===== src/rtl/rv32_imm_gen_pipe_pkg.sv =====
// Shared types for the RV32 immediate generator: per-lane format codes and instruction word.
package rv32_types;

   localparam int unsigned TYPE_W = 3;

   typedef logic [31:0] rv32_instr_t;

   typedef enum logic [TYPE_W-1:0] {
      RV32_TYPE_R = 3'd0,
      RV32_TYPE_I = 3'd1,
      RV32_TYPE_S = 3'd2,
      RV32_TYPE_B = 3'd3,
      RV32_TYPE_U = 3'd4,
      RV32_TYPE_J = 3'd5,
      RV32_TYPE_Z = 3'd6
   } rv32_type_enum_t;

endpackage


===== src/rtl/rv32_imm_gen_pipe_lane.sv =====
// Combinational single-lane immediate decoder; sign/zero-extends the selected field to XLEN.
module rv32_imm_gen_lane
   import rv32_types::*;
#(
   parameter int unsigned XLEN        = 32,
   parameter bit          BJ_LSB_ZERO = 1'b1
) (
   input  rv32_instr_t       instr_i,
   input  logic [TYPE_W-1:0] type_i,
   output logic [XLEN-1:0]   imm_o
);

   logic signed [11:0] i_fld, s_fld, b_fld;
   logic signed [19:0] j_fld;
   logic signed [31:0] u_fld;
   logic [XLEN-1:0]    b_ext, j_ext;
   logic               unused_opcode;

   assign i_fld = instr_i[31:20];
   assign s_fld = {instr_i[31:25], instr_i[11:7]};
   assign b_fld = {instr_i[31], instr_i[7], instr_i[30:25], instr_i[11:8]};
   assign j_fld = {instr_i[31], instr_i[19:12], instr_i[20], instr_i[30:21]};
   assign u_fld = {instr_i[31:12], 12'b0};

   // Signed size casts carry the sign bit up to XLEN.
   assign b_ext = XLEN'(b_fld);
   assign j_ext = XLEN'(j_fld);

   assign unused_opcode = ^instr_i[6:0];

   always_comb begin
      imm_o = '0;
      case (type_i)
         RV32_TYPE_I: imm_o = XLEN'(i_fld);
         RV32_TYPE_S: imm_o = XLEN'(s_fld);
         RV32_TYPE_B: imm_o = BJ_LSB_ZERO ? (b_ext << 1) : b_ext;
         RV32_TYPE_J: imm_o = BJ_LSB_ZERO ? (j_ext << 1) : j_ext;
         RV32_TYPE_U: imm_o = XLEN'(u_fld);
         RV32_TYPE_Z: imm_o = XLEN'(instr_i[19:15]);
         default:     imm_o = '0;
      endcase
   end

endmodule


===== src/rtl/rv32_imm_gen_pipe.sv =====
// Multi-lane pipelined immediate generator with valid/ready handshake and a one-beat skid register.
module rv32_imm_gen_pipe
   import rv32_types::*;
#(
   parameter int unsigned NUM_LANES   = 1,
   parameter int unsigned XLEN        = 32,
   parameter int unsigned TAG_W       = 32,
   parameter bit          BJ_LSB_ZERO = 1'b1
) (
   input  logic                        clk,
   input  logic                        rst_n,
   input  logic                        flush,
   input  logic                        in_valid,
   output logic                        in_ready,
   input  logic [NUM_LANES*32-1:0]     in_instr,
   input  logic [NUM_LANES*TYPE_W-1:0] in_type,
   input  logic [TAG_W-1:0]            in_tag,
   output logic                        out_valid,
   input  logic                        out_ready,
   output logic [NUM_LANES*XLEN-1:0]   out_imm,
   output logic [TAG_W-1:0]            out_tag
);

   logic [NUM_LANES*XLEN-1:0] dec_imm;
   logic                      main_vld_q, main_vld_d, skid_vld_q, skid_vld_d;
   logic [NUM_LANES*XLEN-1:0] main_imm_q, main_imm_d, skid_imm_q, skid_imm_d;
   logic [TAG_W-1:0]          main_tag_q, main_tag_d, skid_tag_q, skid_tag_d;
   logic                      in_ready_q, in_ready_d;
   logic                      in_xfer, out_xfer;

   for (genvar k = 0; k < NUM_LANES; k++) begin : g_lane
      rv32_imm_gen_lane #(
         .XLEN        (XLEN),
         .BJ_LSB_ZERO (BJ_LSB_ZERO)
      ) u_lane (
         .instr_i (in_instr[32*k +: 32]),
         .type_i  (in_type[TYPE_W*k +: TYPE_W]),
         .imm_o   (dec_imm[XLEN*k +: XLEN])
      );
   end

   assign in_xfer  = in_valid && in_ready_q;
   assign out_xfer = main_vld_q && out_ready;

   // Skid only fills while main is full and not draining, so a full skid implies a full main.
   always_comb begin
      main_vld_d = main_vld_q;
      main_imm_d = main_imm_q;
      main_tag_d = main_tag_q;
      skid_vld_d = skid_vld_q;
      skid_imm_d = skid_imm_q;
      skid_tag_d = skid_tag_q;
      if (flush) begin
         main_vld_d = 1'b0;
         skid_vld_d = 1'b0;
      end else if (skid_vld_q) begin
         if (out_xfer) begin
            main_imm_d = skid_imm_q;
            main_tag_d = skid_tag_q;
            skid_vld_d = 1'b0;
         end
      end else if (in_xfer && (!main_vld_q || out_xfer)) begin
         main_vld_d = 1'b1;
         main_imm_d = dec_imm;
         main_tag_d = in_tag;
      end else if (in_xfer) begin
         skid_vld_d = 1'b1;
         skid_imm_d = dec_imm;
         skid_tag_d = in_tag;
      end else if (out_xfer) begin
         main_vld_d = 1'b0;
      end
      in_ready_d = !skid_vld_d;
   end

   always_ff @(posedge clk or negedge rst_n) begin
      if (!rst_n) begin
         main_vld_q <= 1'b0;
         main_imm_q <= '0;
         main_tag_q <= '0;
         skid_vld_q <= 1'b0;
         skid_imm_q <= '0;
         skid_tag_q <= '0;
         in_ready_q <= 1'b0;
      end else begin
         main_vld_q <= main_vld_d;
         main_imm_q <= main_imm_d;
         main_tag_q <= main_tag_d;
         skid_vld_q <= skid_vld_d;
         skid_imm_q <= skid_imm_d;
         skid_tag_q <= skid_tag_d;
         in_ready_q <= in_ready_d;
      end
   end

   assign in_ready  = in_ready_q;
   assign out_valid = main_vld_q;
   assign out_imm   = main_imm_q;
   assign out_tag   = main_tag_q;

endmodule


===== config.mk =====
export PLATFORM = sky130hd
export DESIGN_NAME = rv32_imm_gen_pipe
export DESIGN_NICKNAME = d
export VERILOG_FILES = /design/src/rtl/rv32_imm_gen_pipe_pkg.sv /design/src/rtl/rv32_imm_gen_pipe_lane.sv /design/src/rtl/rv32_imm_gen_pipe.sv
export SDC_FILE = /design/constraint.sdc
export NUM_CORES = 1
export LEC_CHECK = 0
export ABC_CLOCK_PERIOD_IN_PS = 4830
export CAP_MARGIN = 20
export CORE_MARGIN = 3
export CORE_UTILIZATION = 55
export DETAILED_ROUTE_END_ITERATION = 8
export PLACE_DENSITY = 0.86
export SKIP_CTS_REPAIR_TIMING = 1
export SLEW_MARGIN = 25
export SYNTH_ARGS = -nofsm -noshare
export SYNTH_HDL_FRONTEND = slang
export SYNTH_HIERARCHICAL = 1
export SYNTH_SLANG_ARGS = --single-unit

===== constraint.sdc =====
create_clock -name clk -period 4.83 [get_ports clk]
set_input_delay 0.7245 -clock clk [delete_from_list [all_inputs] [get_ports clk]]
set_output_delay 0.7245 -clock clk [all_outputs]
set_load 0.005 [all_outputs]

Yosys cells after proc, flatten, opt, wreduce, memory -nomap -nowiden
Index checks and enable logic that the tools add are counted.
W data, S select, Z words.
- input bits: 72
- flip-flop bits (word level): 131
- output and inout bits: 66
- logic and storage cells: 47
- bitwise operators: 3
- reductions and logical operators: 11
- eq/ne operators: 9
- multiplexer cells: 17
- operator list (kind ; number):
    $mux W32 ; 6
    $pmux W32 S6 ; 1
    $mux W1 ; 10
    $eq A3 B3 Y1 const B ; 3
    $eq A3 B2 Y1 const B ; 2
    $reduce_and A3 Y1 ; 2
    $reduce_and A4 Y1 ; 1
    $eq A3 B1 Y1 const B ; 1
    $logic_and A1 B1 Y1 ; 3
    $ne A3 B2 Y1 const B ; 1
    $not A1 Y1 ; 3
    $reduce_bool A3 Y1 ; 1
    $logic_not A1 Y1 ; 2
    $ne A2 B1 Y1 const B ; 1
    $ne A2 B2 Y1 const B ; 1
    $reduce_bool A2 Y1 ; 1
    $logic_or A1 B1 Y1 ; 1

Logic depth before layout (Yosys ltp)
- depth after elaboration: 7
- mapped depth: 6
- gate-level depth less buffers: 4

By module
The synthesis kept the hierarchy.
- by module, submodules not included (module ; instances ; seq. area each (µm²) ; cells an instance ; area an instance (µm²)):
    rv32_imm_gen_pipe ; 1 ; 3278.1 ; 356 ; 5664.2
    rv32_imm_gen_lane ; 1 ; 0.0 ; 83 ; 679.4

Worst setup path after synthesis
OpenSTA, ideal clock, no wires.
- kind: input to register
- start: in in_valid
- end: reg main_imm_q[10], in the netlist out_imm[10]
- path buffers: 1
- cell stages on the path: 4
- setup time: 0.125 ns
- slack: 2.838 ns
- arrival: 1.867 ns
- cell sequence: nand2_1 a221oi_4 buf_6 mux2_2
- longest elaborated chain between the ends: 4
- RTL lines (what ; RTL line ; text):
    from (decl) ; rv32_imm_gen_pipe.sv:13 ; input logic in_valid,
    $logic_and A1 B1 Y1 ; rv32_imm_gen_pipe.sv:42 ; assign in_xfer = in_valid && in_ready_q;
    $logic_and A1 B1 Y1 ; rv32_imm_gen_pipe.sv:62 ; end else if (in_xfer && (!main_vld_q || out_xfer)) begin
    $reduce_bool A2 Y1 (no source line) ; -- ;
    $reduce_and A3 Y1 (no source line) ; -- ;
    to (signal assigned) ; rv32_imm_gen_pipe.sv:87 ; main_imm_q <= main_imm_d;
    to (decl) ; rv32_imm_gen_pipe.sv:26 ; logic [NUM_LANES*XLEN-1:0] main_imm_q, main_imm_d, skid_imm_q, skid_imm_d;
Every way passes these cells.
A chain may end at the register's enable or synchronous reset.

Worst setup path in the final report
- start: in in_type[1]
- end: reg main_imm_q[26], in the netlist out_imm[26]
- longest elaborated chain between the ends: 4
- elaborated cells on any way between the ends: 9
- classes of those cells: eq/ne: 6; mux: 3
- RTL lines (what ; RTL line ; text):
    from (decl) ; rv32_imm_gen_pipe.sv:16 ; input logic [NUM_LANES*TYPE_W-1:0] in_type,
    $eq A3 B3 Y1, or another cell as far along ; rv32_imm_gen_pipe_lane.sv:33 ; case (type_i)
    $pmux W32 S6 * ; rv32_imm_gen_pipe_lane.sv:33 ;
    named net dec_imm[26] ; rv32_imm_gen_pipe.sv:24 ; logic [NUM_LANES*XLEN-1:0] dec_imm;
    $mux W32 * ; rv32_imm_gen_pipe.sv:62 ;
    $mux W32 * ; rv32_imm_gen_pipe.sv:56 ; end else if (skid_vld_q) begin
Mark *: on every way through the listed nets, which the timed path passes. The rest lies on a longest branch. The select of a mux whose other input is x is not followed.

==> results.cfg <==
[sta]
fin_ws_ps = 1970
setup_viol = 0
skew_ps = 6.71
clock.fmax_mhz = 349
timing.final.hold_violations = 0
rsz0062_at_grt = no
post-route-period-util = 0.593
tightest_slew_ps = 887
slew_violations = 0
tns_ps = 0
slew_headroom = 0.407
hold_ws_ps = 375
period_needed_ps = 2860

[placed_design]
dpl_cell_area_sq_um = 7690
preCtsSetupSlack_ps = 1600
place_congestion = 0.867
port_buffers = 130
dp_hpwl_mm = 9.25

[status]
status = complete, no violations

[setup_path]
required_ps = 5120
path_cells = clkdlybuf4s50_1 > buf_4 > nand3b_1 > o211ai_1 > mux2_2 > mux2_2
critical_path.max_fanout = 16
arrival_ps = 3150
cp_common_cell = mux2_2
r2r-end = out_imm[24]
cp-end-kind = register
slowest_delay_ps = 760
critPathLaunchType = input pin
r2r-start = skid_vld_q
reg2reg_depth = 4
critPathSlowestCell = clkdlybuf4s50_1
rrSetupSlack_ps = 2240
crit_type = input pin to register

[final_layout]
multi_input_area_sq_um = 2820
nets = 638
diodes = 0
register_area_sq_um = 3280
final_cell_mix = mux2_2 (187), dfrtp_1 (130), clkdlybuf4s50_1 (129)
fillers = 696
area_growth_syn_to_layout_pct = 31.4
drive_gt1_frac = 0.423
final_common_cell = mux2_2
design_area_sq_um = 8340

[detailed_routing]
ant_nets = 0
dr_total_vias = 4137
drtPass1Iterations = 6
wl_per_cell_um = 19.0
drt_iter0_drc = 243
via_per_inst = 5.75
drc = 0
wl_mm = 13.7

[clocking]
numClockSinks = 131
root_buffer = clkbuf_16
clk_pin_slew_ps = 50
htreeDepth = 4
clk_latency_ps = 410
cts_tree = built
clk_path_buf_depth = 2
cts_made_buffers = 17

[global_routing]
grt_max_degree = 55
grt-ovfl-total = 0
antenna_found_initial = 0
grt_pass1_vias = 4470
grt_pass1_wl_mm = 22.6
track_usage = 0.223

[yosys]
yosys_warnings = 6
yosysTopAreaCellShare = 0.517
synth_top_area_cell = dfrtp_1
synthesis.area_sq_um = 6340
synth-seq-cells = 131
syn-num-nets = 511
synthCells = 439
seq_area_frac_synth = 0.517
synth_area_leaders = dfrtp_1 (52%), mux2_2 (33%), o211ai_2 (2.0%), buf_6 (1.8%), nand3b_1 (1.8%)
synth_cell_types = 34
avgSynthCellArea_sq_um = 14.5

[power]
p_per_area_nw_per_um2 = 457
leakagePower_nw = 3.60
max-vdd-ir-drop_v = 0.000299

[hold_path]
hp-class = input pin to async pin

[floorplan]
die_w_um = 113
rows = 38
die_h_um = 113
core_sq_um = 11000
die-area_sq_um = 12900
ioPinCount = 138
initial_core_util = 0.575

[run]
drv_cap = 0
## synth_stat cells
cell / instances
a21boi_0: 6
o2bb2ai_1: 8
nor2_2: 1
buf_2: 11
mux2_2: 187
clkbuf_1: 7
o211ai_1: 6
buf_4: 3
nor2_1: 2
nand2_1: 2
dfrtp_1: 131
nor2b_1: 1
nand3b_1: 15
nand3b_4: 1
or3b_2: 1
nor3_1: 1
and2_1: 1
buf_1: 1
nor3b_1: 1
mux2i_1: 1
nand4_1: 1
nand4bb_1: 2
nand4b_1: 6
o211ai_2: 10
a21oi_1: 1
a211oi_1: 1
nand2b_1: 5
or2_1: 1
a221oi_4: 1
mux2_1: 5
a22oi_1: 1
buf_6: 10
inv_1: 7
o221ai_1: 1
## metal layers
metal	vias to the layer above	routed length [um]	track usage	part of all wire
li1	1871	-	-	-
met1	2090	5750	0.279	0.42
met2	151	6500	0.357	0.48
met3	25	1150	0.0817	0.084
met4	0	267	0.0833	0.020
met5	-	0	0	0
## worst max-delay path by stage
stage	endpoint	start	slack [ps]	cells past startpoint
after floorplan	out_imm[10]	in_valid	2840	4
after global placement	out_imm[30]	out_ready	1640	5
after detailed placement	out_imm[26]	in_type[1]	1600	6
after CTS	out_imm[26]	in_type[1]	2010	6
after global routing	out_imm[26]	in_type[1]	1870	6
final	out_imm[26]	in_type[1]	1970	6
## through the flow
step	std cells	util	power [W]
floorplan	439	-	0.00196
CTS	719	0.756	0.00385
global placement	685	0.695	0.00241
global route	719	0.756	0.00399
finish	719	0.756	0.00381
detailed placement	687	0.697	0.00246
## worst max-delay path, delay by kind of cell
family / cells / cell delay, ps
buffers and inverters: 2 / 1130
multiplexers: 2 / 570
AO/OA/AOI/OAI: 1 / 230
AND/OR/NAND/NOR: 1 / 490
## kinds of logic (layout without fill, tap and decap cells)
kind of cell | Yosys count | in the layout | synth area share
simple gates | 41 | 41 | 0.0483
flops | 131 | 131 | 0.517
buf+inv | 39 | 179 | 0.0389
mux | 193 | 193 | 0.342
compound gates | 35 | 35 | 0.0536
## final cells by class
class                   count  area share
flip-flops and latches    131       0.393
multi-input cells         269       0.338
repair buffers            140       0.167
clock buffers              20      0.0560
clock inverters            12      0.0213
well taps                 140      0.0210
inverters                   7     0.00315
## where the power goes
| part | leakage, nW | switching (W) | internal [W] |
|---|---|---|---|
| combinational | 1.65 | 0.000279 | 0.000600 |
| sequential | 1.64 | 0.000161 | 0.00140 |
| clock | 0.305 | 0.000467 | 0.000905 |
## flip-flops by register name, indices dropped and copies added (netlist names)
register and flops:
out_valid 1, in_ready 1, skid_tag_q 32, skid_imm_q 32
out_imm 32, out_tag 32, skid_vld_q 1
Note: power is estimated with default switching activity, not from simulation.
